`src/rtl/data_mem_arbiter.sv`:
```
// Arbitrates two byte-wide requesters onto the 16-bit data port of the block RAM.
// Each access is a sequenced transaction; byte writes are read-modify-write of the word.
//   state   | meaning
//   IDLE    | arbitrate, latch grant and request fields
//   READ    | word address presented to RAM, ram_we low
//   CAPTURE | RAM word registered into buf
//   WRITE   | merged word written back
//   DONE    | ready pulse to granted requester
module data_mem_arbiter #(
  parameter int PRIORITY_MODE = 0
) (
  input  logic        clock,
  input  logic        reset,
  input  logic        m0_req,
  input  logic [15:0] m0_addr,
  input  logic [7:0]  m0_wdata,
  input  logic        m0_we,
  output logic        m0_ready,
  output logic [7:0]  m0_rdata,
  input  logic        m1_req,
  input  logic [15:0] m1_addr,
  input  logic [7:0]  m1_wdata,
  input  logic        m1_we,
  output logic        m1_ready,
  output logic [7:0]  m1_rdata,
  output logic [14:0] ram_addr,
  output logic [15:0] ram_wdata,
  output logic        ram_we,
  input  logic [15:0] ram_rdata,
  output logic        busy
);

  typedef enum logic [2:0] {
    IDLE    = 3'd0,
    READ    = 3'd1,
    CAPTURE = 3'd2,
    WRITE   = 3'd3,
    DONE    = 3'd4
  } state_t;

  state_t      state, state_nxt;
  logic        gnt_q, last_gnt_q, gnt_nxt, any_req;
  logic [15:0] addr_q, buf_q;
  logic [7:0]  wdata_q, rd_byte;
  logic        we_q;

  assign any_req  = m0_req | m1_req;
  assign ram_addr = addr_q[15:1];
  assign rd_byte  = addr_q[0] ? ram_rdata[15:8] : ram_rdata[7:0];

  // Grant id: 0 = m0, 1 = m1
  always_comb begin
    gnt_nxt = m1_req;
    if (PRIORITY_MODE == 0 && m0_req && m1_req) begin
      gnt_nxt = ~last_gnt_q;
    end
  end

  always_comb begin
    state_nxt = state;
    ram_we    = 1'b0;
    ram_wdata = buf_q;
    m0_ready  = 1'b0;
    m1_ready  = 1'b0;
    busy      = (state != IDLE);
    unique case (state)
      IDLE:    if (any_req) state_nxt = READ;
      READ:    state_nxt = CAPTURE;
      CAPTURE: state_nxt = we_q ? WRITE : DONE;
      WRITE: begin
        ram_we    = 1'b1;
        ram_wdata = addr_q[0] ? {wdata_q, buf_q[7:0]} : {buf_q[15:8], wdata_q};
        state_nxt = DONE;
      end
      DONE: begin
        m0_ready  = ~gnt_q;
        m1_ready  = gnt_q;
        state_nxt = IDLE;
      end
      default: state_nxt = IDLE;
    endcase
  end

  always_ff @(posedge clock or negedge reset) begin
    if (!reset) begin
      state      <= IDLE;
      gnt_q      <= 1'b0;
      last_gnt_q <= 1'b1;
      addr_q     <= '0;
      wdata_q    <= '0;
      we_q       <= 1'b0;
      buf_q      <= '0;
      m0_rdata   <= '0;
      m1_rdata   <= '0;
    end else begin
      state <= state_nxt;
      if (state == IDLE && any_req) begin
        gnt_q      <= gnt_nxt;
        last_gnt_q <= gnt_nxt;
        addr_q     <= gnt_nxt ? m1_addr  : m0_addr;
        wdata_q    <= gnt_nxt ? m1_wdata : m0_wdata;
        we_q       <= gnt_nxt ? m1_we    : m0_we;
      end
      // Read byte is registered alongside buf so it is valid in the DONE cycle
      if (state == CAPTURE) begin
        buf_q <= ram_rdata;
        if (!we_q) begin
          if (gnt_q) m1_rdata <= rd_byte;
          else       m0_rdata <= rd_byte;
        end
      end
    end
  end

endmodule

```
`config.mk`:
```
export PLATFORM = sky130hd
export DESIGN_NAME = data_mem_arbiter
export DESIGN_NICKNAME = d
export VERILOG_FILES = /design/src/rtl/data_mem_arbiter.sv
export SDC_FILE = /design/constraint.sdc
export NUM_CORES = 1
export LEC_CHECK = 0
export ABC_CLOCK_PERIOD_IN_PS = 1550
export CAP_MARGIN = 20
export CORE_MARGIN = 1.5
export CORE_UTILIZATION = 40
export DETAILED_ROUTE_END_ITERATION = 10
export PLACE_DENSITY = 0.75
export RECOVER_POWER = 50
export SLEW_MARGIN = 20
export SYNTH_ARGS = -nofsm -noshare
export SYNTH_HDL_FRONTEND = slang
export SYNTH_SLANG_ARGS = --single-unit
```
`constraint.sdc`:
```
create_clock -name clock -period 1.55 [get_ports clock]
set_input_delay 0.31 -clock clock [delete_from_list [all_inputs] [get_ports clock]]
set_output_delay 0.31 -clock clock [all_outputs]
set_load 0.1 [all_outputs]
```
==> impl_results.md, run 1 <==
- Outcome: complete, but fails checks
- Failing checks: setup timing
- Hpwl dp: 6.06 mm
- Post-synth top area cell: dfrtp_1
- Final Skew: 0.0147 ns
- Fin crit period: 2.14 ns
- RSZ-0062 raised after global routing: true
- CP startpoint kind: register
- Die Y: 90.7 um
- # nets final: 435
- Area delta synth->final: 81.9%
- WHS: 0.517 ns
- Distinct cells, synth: 28
- Post-synth EDFFs: 0
- CP max FO: 8
- Core Util, Final: 76.3%
- Final Cell Area: 5600 um^2
- CP Data Required Time: 1.24 ns
- Clk slew on worst S/H paths: 0.07 ns
- Post-route clock period utilization: 138%
- Antenna violations before repair: 0
- Post-synthesis area per instance: 13.7 um^2
- Per-cell routed wire length: 19.4 um
- Clk Latency, worst-skew pair: 0.35 ns
- Total global routing overflow: 0
- Crit Path Category: register to primary output
- Area of the die: 8230 um^2
- PortBufs: 120
- Starting Density: 42.0%
- Reg-to-reg slack, setup: -0.24 ns
- Vias/cell: 5.27
- Synth Register Bits: 62
- Detailed Routing Iterations Pass 1: 4
- Routed wire length: 9.08 mm
- I/O Pins: 121
- Worst setup EP type: primary output
- CTS tree: yes
- Syn. warnings: 0
- Post-route ant nets: 0
- Syn Inst Count: 225
- Slew Viols, Final: 0
- Max frequency: 468 MHz
- Dominant register cell in the synthesized netlist: dfrtp_1
- Gpl congestion: 0.771
- Placed cell area: 5050 um^2
- Max-slew headroom: 42.1%
- Slew @ Worst Pin: 0.868 ns
- Seq/Total Area, Yosys: 50.5%
- Worst setup margin: -0.585 ns
- Top cell type's share of synthesized area: 49.6%
- Num CTS Buffers: 9
- Ant diodes: 0
- Critical Path AT: 1.83 ns
- Ys async rst share: 100%
- HP Class: register to register
- Core area: 7330 um^2
- Synthesized cell area: 3080 um^2
- Clock Tree Buf Depth: 2
- Share of cells above drive strength 1: 54.6%
- First-pass GRT wire length: 13.7 mm
- Drt initial violations: 125
- CTS root buf: clkbuf_8
- Die Wd: 90.7 um
- Max_cap viols: 0
- Vias in the first global route: 2574
- Gr usage total: 21.8%
- # rows: 31
- Post-detailed-route DRC marker count: 0
- Most frequent cells after synthesis: 61 x dfrtp_1, 48 x mux2_2, 25 x a21o_1, 25 x o221a_2, 15 x buf_4
- H-tree levels: 3
- Vias: 2470
- Clock Sinks: 62
- Final hold vios: 0
- Area contributors post-synth: dfrtp_1 50%, mux2_2 18%, o221a_2 9.2%, a21o_1 6.1%, mux2_4 3.9%
- Synth Net Count: 295
- Most common cell in the netlist: dfrtp_1
- Setup violations, final: 67
- Setup slack at placement: -0.312 ns
- Pin count of the biggest net entering global routing: 63
[flip-flops by register name, summed over array words and instances, names as in the netlist]
| signal | flops |
|---|---|
| m0_rdata | 8 |
| gnt_q | 1 |
| we_q | 1 |
| last_gnt_q | 1 |
| state | 3 |
| buf_q | 16 |
| wdata_q | 8 |
| m1_rdata | 8 |
| addr_q | 16 |
[worst max-delay path, cell delays in order, from the launching register on]
cell and delay [ns]:
dfrtp_1 0.38, and3b_4 0.30, nor2b_4 0.16, buf_12 0.15
mux2_4 0.32, buf_12 0.17
[kinds of logic (layout without fill, tap and decap cells)]
logic type	count (synthesis)	after routing	synth area share, %
DFF	62	62	50.5
muxes	58	58	22.1
buffers and inverters	33	178	6.59
and+or+nand+nor	19	19	4.76
AOI/OAI and AO/OA	53	53	16.1
[cell type report]
type,count,area (um^2)
clock buffers,12,155
clock inverters,4,53.8
fillers,426,1740
inverters,1,7.51
multi-input cells,130,1570
flip-flops and latches,62,1550
well taps,99,124
repair buffers,161,2140
[routing by layer]
metal | GRT usage [%] | vias to the layer above | routed length (um) | part of all wire (%)
li1 | - | 1118 | - | -
met1 | 27.2 | 1243 | 3940 | 43
met2 | 36.2 | 90 | 4480 | 49
met3 | 5.98 | 19 | 475 | 5.2
met4 | 7.01 | 0 | 190 | 2.1
met5 | 0 | - | 0 | 0
[path summary, 6_finish.rpt]
| check | startpoint | to | cells after the start |
|---|---|---|---|
| setup / recovery | state[2]$_DFFE_PN0P_ | ram_wdata[5] | 5 |
| hold / removal | buf_q[10]$_DFFE_PN0N_ | buf_q[10]$_DFFE_PN0N_ | 1 |
| setup reg to reg | state[2]$_DFFE_PN0P_ | wdata_q[2]$_DFFE_PN0P_ | 8 |
| hold reg to reg | buf_q[10]$_DFFE_PN0N_ | buf_q[10]$_DFFE_PN0N_ | 1 |
| max in group asynchronous | reset | wdata_q[6]$_DFFE_PN0P_ | 3 |
| min in group asynchronous | reset | addr_q[5]$_DFFE_PN0P_ | 3 |
[cell usage in the layout, fill, tap and decap left out, types with 2 or more instances in the layout]
cell and instances:
o221a_2 20, a22o_1 2, buf_2 2, clkinvlp_4 3, clkdlybuf4s50_1 68, mux2_2 16
a21o_1 25, buf_12 54, dfrtp_1 61, buf_4 21, buf_6 11, o221a_4 5
clkbuf_8 11, mux2i_1 2, mux2_4 40, clkbuf_16 2, nor2b_1 2, nor2_1 2
[metrics by stage]
step	TNS (ns)	instances
2_1_floorplan	-10.99	225
3_3_place_gp	-10.12	437
3_5_place_dp	-11.53	437
4_1_cts	-16.25	463
5_1_grt	-21.93	469
6_report	-17.91	469
[repair_timing]
item / in CTS / in global routing
endpoints found under the setup margin: 53 / 79
endpoints found under the hold margin: 61 / 0
hold buffers: 1 / 0
pin swaps: 3 / 2
resized for setup: 26 / 24
buffers inserted: 10 / 5
gates cloned: 2 / 3
Power of run 1 is not shown: default switching activity piles up to over one toggle a cycle in this logic, so the estimate is an artifact.
==> inputs of run 2 (changes only) <==
--- a/config.mk
+++ b/config.mk
@@ -5,10 +5,11 @@
 export SDC_FILE = /design/constraint.sdc
 export NUM_CORES = 1
 export LEC_CHECK = 0
+export ABC_AREA = 1
 export ABC_CLOCK_PERIOD_IN_PS = 1550
 export CAP_MARGIN = 20
 export CORE_MARGIN = 1.5
-export CORE_UTILIZATION = 40
+export CORE_UTILIZATION = 41
 export DETAILED_ROUTE_END_ITERATION = 10
 export PLACE_DENSITY = 0.75
 export RECOVER_POWER = 50
==> run 2 against run 1 <==
The flow still finishes with violations (setup timing). Utilization decreased by 2.5 points. Hold slack got worse by 0.032 ns. First-iteration DRC count increased by 83%. Via count increased by 48%. Worst setup slack improved by 0.25 ns. Critical path depth increased by 2. Final cell count increased by 56%. Routed wire length increased by 15%. Fmax increased by 13%. Die area increased by 8.9%. Synthesized area increased by 12%. Synthesized cell count increased by 120%. Critical endpoint is now ram_wdata[2]. Largest cell class unchanged.
==> impl_results.md, run 2 <==
- Share of cells above drive strength 1: 27.8%
- # nets final: 692
- Starting Density: 42.1%
- Critical Path AT: 1.57 ns
- Synthesized cell area: 3440 um^2
- Finished Layout Cells: 732
- Fin crit period: 1.88 ns
- Most frequent cells after synthesis: 252 x nand2_1, 61 x dfrtp_1, 44 x nand3_1, 42 x o21ai_0, 30 x inv_1
- Final hold vios: 0
- Per-cell routed wire length: 14.3 um
- Worst setup EP type: primary output
- Slowest cell on crit path: dfrtp_2
- Ant diodes: 0
- Placed cell area: 5710 um^2
- Clk slew on worst S/H paths: 0.07 ns
- I/O Pins: 121
- Most common cell in the netlist: nand2_1
- Synth Register Bits: 62
- Distinct cells, synth: 21
- HP Class: register to register
- Dominant register cell in the synthesized netlist: dfrtp_1
- Clock Tree Buf Depth: 2
- CP max stage delay: 0.44 ns
- Largest delay share family, worst path: flip-flops
- First-pass GRT wire length: 17.0 mm
- Worst-path cell chain: nor2_4 > nand2_4 > clkinv_8 > buf_12 > nand2_8 > nand2_8 > buf_12
- Die Wd: 94.7 um
- Crit Path Category: register to primary output
- CTS root buf: clkbuf_8
- Max-slew headroom: 36.5%
- Post-synthesis area per instance: 7.07 um^2
- Vias: 3662
- Drt initial violations: 229
- Antenna violations before repair: 0
- Clock Sinks: 62
- Outcome: complete, but fails checks
- Setup violations, final: 20
- Final Skew: 0.00753 ns
- CTS tree: yes
- CP bufs+invs: 3
- Slew @ Worst Pin: 0.953 ns
- Top cell type's share of synthesized area: 44.3%
- Filler cell count: 591
- Max_cap viols: 0
- CP Data Required Time: 1.24 ns
- # rows: 33
- Most frequent cells in the layout: 210 x nand2_1, 68 x clkdlybuf4s50_1, 58 x dfrtp_1, 50 x buf_12, 42 x nand3_1
- Detailed Routing Iterations Pass 1: 4
- Max frequency: 531 MHz
- CP startpoint kind: register
- RSZ-0062 raised after global routing: true
- Area of the die: 8960 um^2
- Total global routing overflow: 0
- Post-detailed-route DRC marker count: 0
- Vias in the first global route: 3613
- Vias/cell: 5.00
- Gr usage total: 24.5%
- Clk Latency, worst-skew pair: 0.35 ns
- Gpl congestion: 0.843
- CP max FO: 10
- Largest registers: addr_q: 16 flops, buf_q: 16 flops
- PortBufs: 120
- Synth Net Count: 557
- Post-route clock period utilization: 121%
- Seq/Total Area, Yosys: 45.1%
- Die Y: 94.7 um
- Syn Inst Count: 487
- Hpwl dp: 7.72 mm
- Worst setup margin: -0.332 ns
- Placed Instances: 707
- Pin count of the biggest net entering global routing: 46
- Area delta synth->final: 75.2%
- Final Cell Area: 6040 um^2
- Slew Viols, Final: 0
- Syn. warnings: 0
- Area contributors post-synth: dfrtp_1 44%, nand2_1 27%, nand3_1 6.4%, o21ai_0 6.1%, buf_4 3.5%
- Post-synth top area cell: dfrtp_1
- H-tree levels: 3
- Num CTS Buffers: 9
- Failing checks: setup timing
- Post-synth EDFFs: 0
- Post-route ant nets: 0
- Commonest non-fill, non-tap cell in the layout: nand2_1
- Core area: 8180 um^2
- Ys async rst share: 100%
- Routed wire length: 10.5 mm
-- run 2: per-layer routing --
layer	track usage, %	wire length (um)	up-vias	part of all wire [%]
li1	-	-	1767	-
met1	28.0	4120	1747	39
met2	43.6	5500	120	53
met3	5.48	581	28	5.6
met4	10.3	255	0	2.4
met5	0	0	-	0
-- run 2: kinds of logic after synthesis --
kind of cell | share of synthesized area (%)
and+or+nand+nor | 37.4
buffers and inverters | 11.0
DFF | 45.1
AOI/OAI and AO/OA | 6.47
-- run 2: layout make-up --
class / count / area, um^2 / share of cell area (%)
repair buffers: 162 / 2010 / 33.4
multi-input cells: 355 / 1950 / 32.3
flip-flops and latches: 62 / 1560 / 25.8
inverters: 32 / 136 / 2.26
well taps: 105 / 131 / 2.18
clock buffers: 9 / 124 / 2.05
clock inverters: 7 / 121 / 2.01
-- run 2: final timing paths --
kind,start,to,slack [ns],depth (start not counted)
setup / recovery,state[2]$_DFFE_PN0P_,ram_wdata[2],-0.33,7
hold / removal,addr_q[14]$_DFFE_PN0P_,addr_q[14]$_DFFE_PN0P_,0.49,2
setup reg to reg,state[0]$_DFFE_PN0P_,last_gnt_q$_DFFE_PN1P_,0.07,6
hold reg to reg,addr_q[14]$_DFFE_PN0P_,addr_q[14]$_DFFE_PN0P_,0.49,2
max in group asynchronous,reset,addr_q[0]$_DFFE_PN0P_,0.16,3
min in group asynchronous,reset,gnt_q$_DFFE_PN0P_,0.62,2
-- run 2: worst min-delay path, stage by stage (launching register included) --
cell and delay [ns]:
dfrtp_1 0.35, nand2_1 0.05, nand2_1 0.05
-- run 2: what timing repair did --
item,4_1_cts,5_1_grt
pin swaps,3,3
hold buffers,1,0
setup endpoints to repair,20,48
endpoints found under the hold margin,13,0
setup buffers,5,4
resized for setup,27,23
-- run 2: through the flow --
stage	hold slack, ns	utilization (%)	TNS, ns	setup slack (ns)
floorplan	0.0144	-	-2.12	-0.274
global placement	0.251	69.9	0	0.0254
detailed placement	0.259	69.9	-0.255	-0.0265
global route	0.508	73.8	-6.57	-0.392
CTS	0.419	74.4	-5.69	-0.337
finish	0.485	73.8	-5.38	-0.332
Power of run 2 is left out for the same reason.
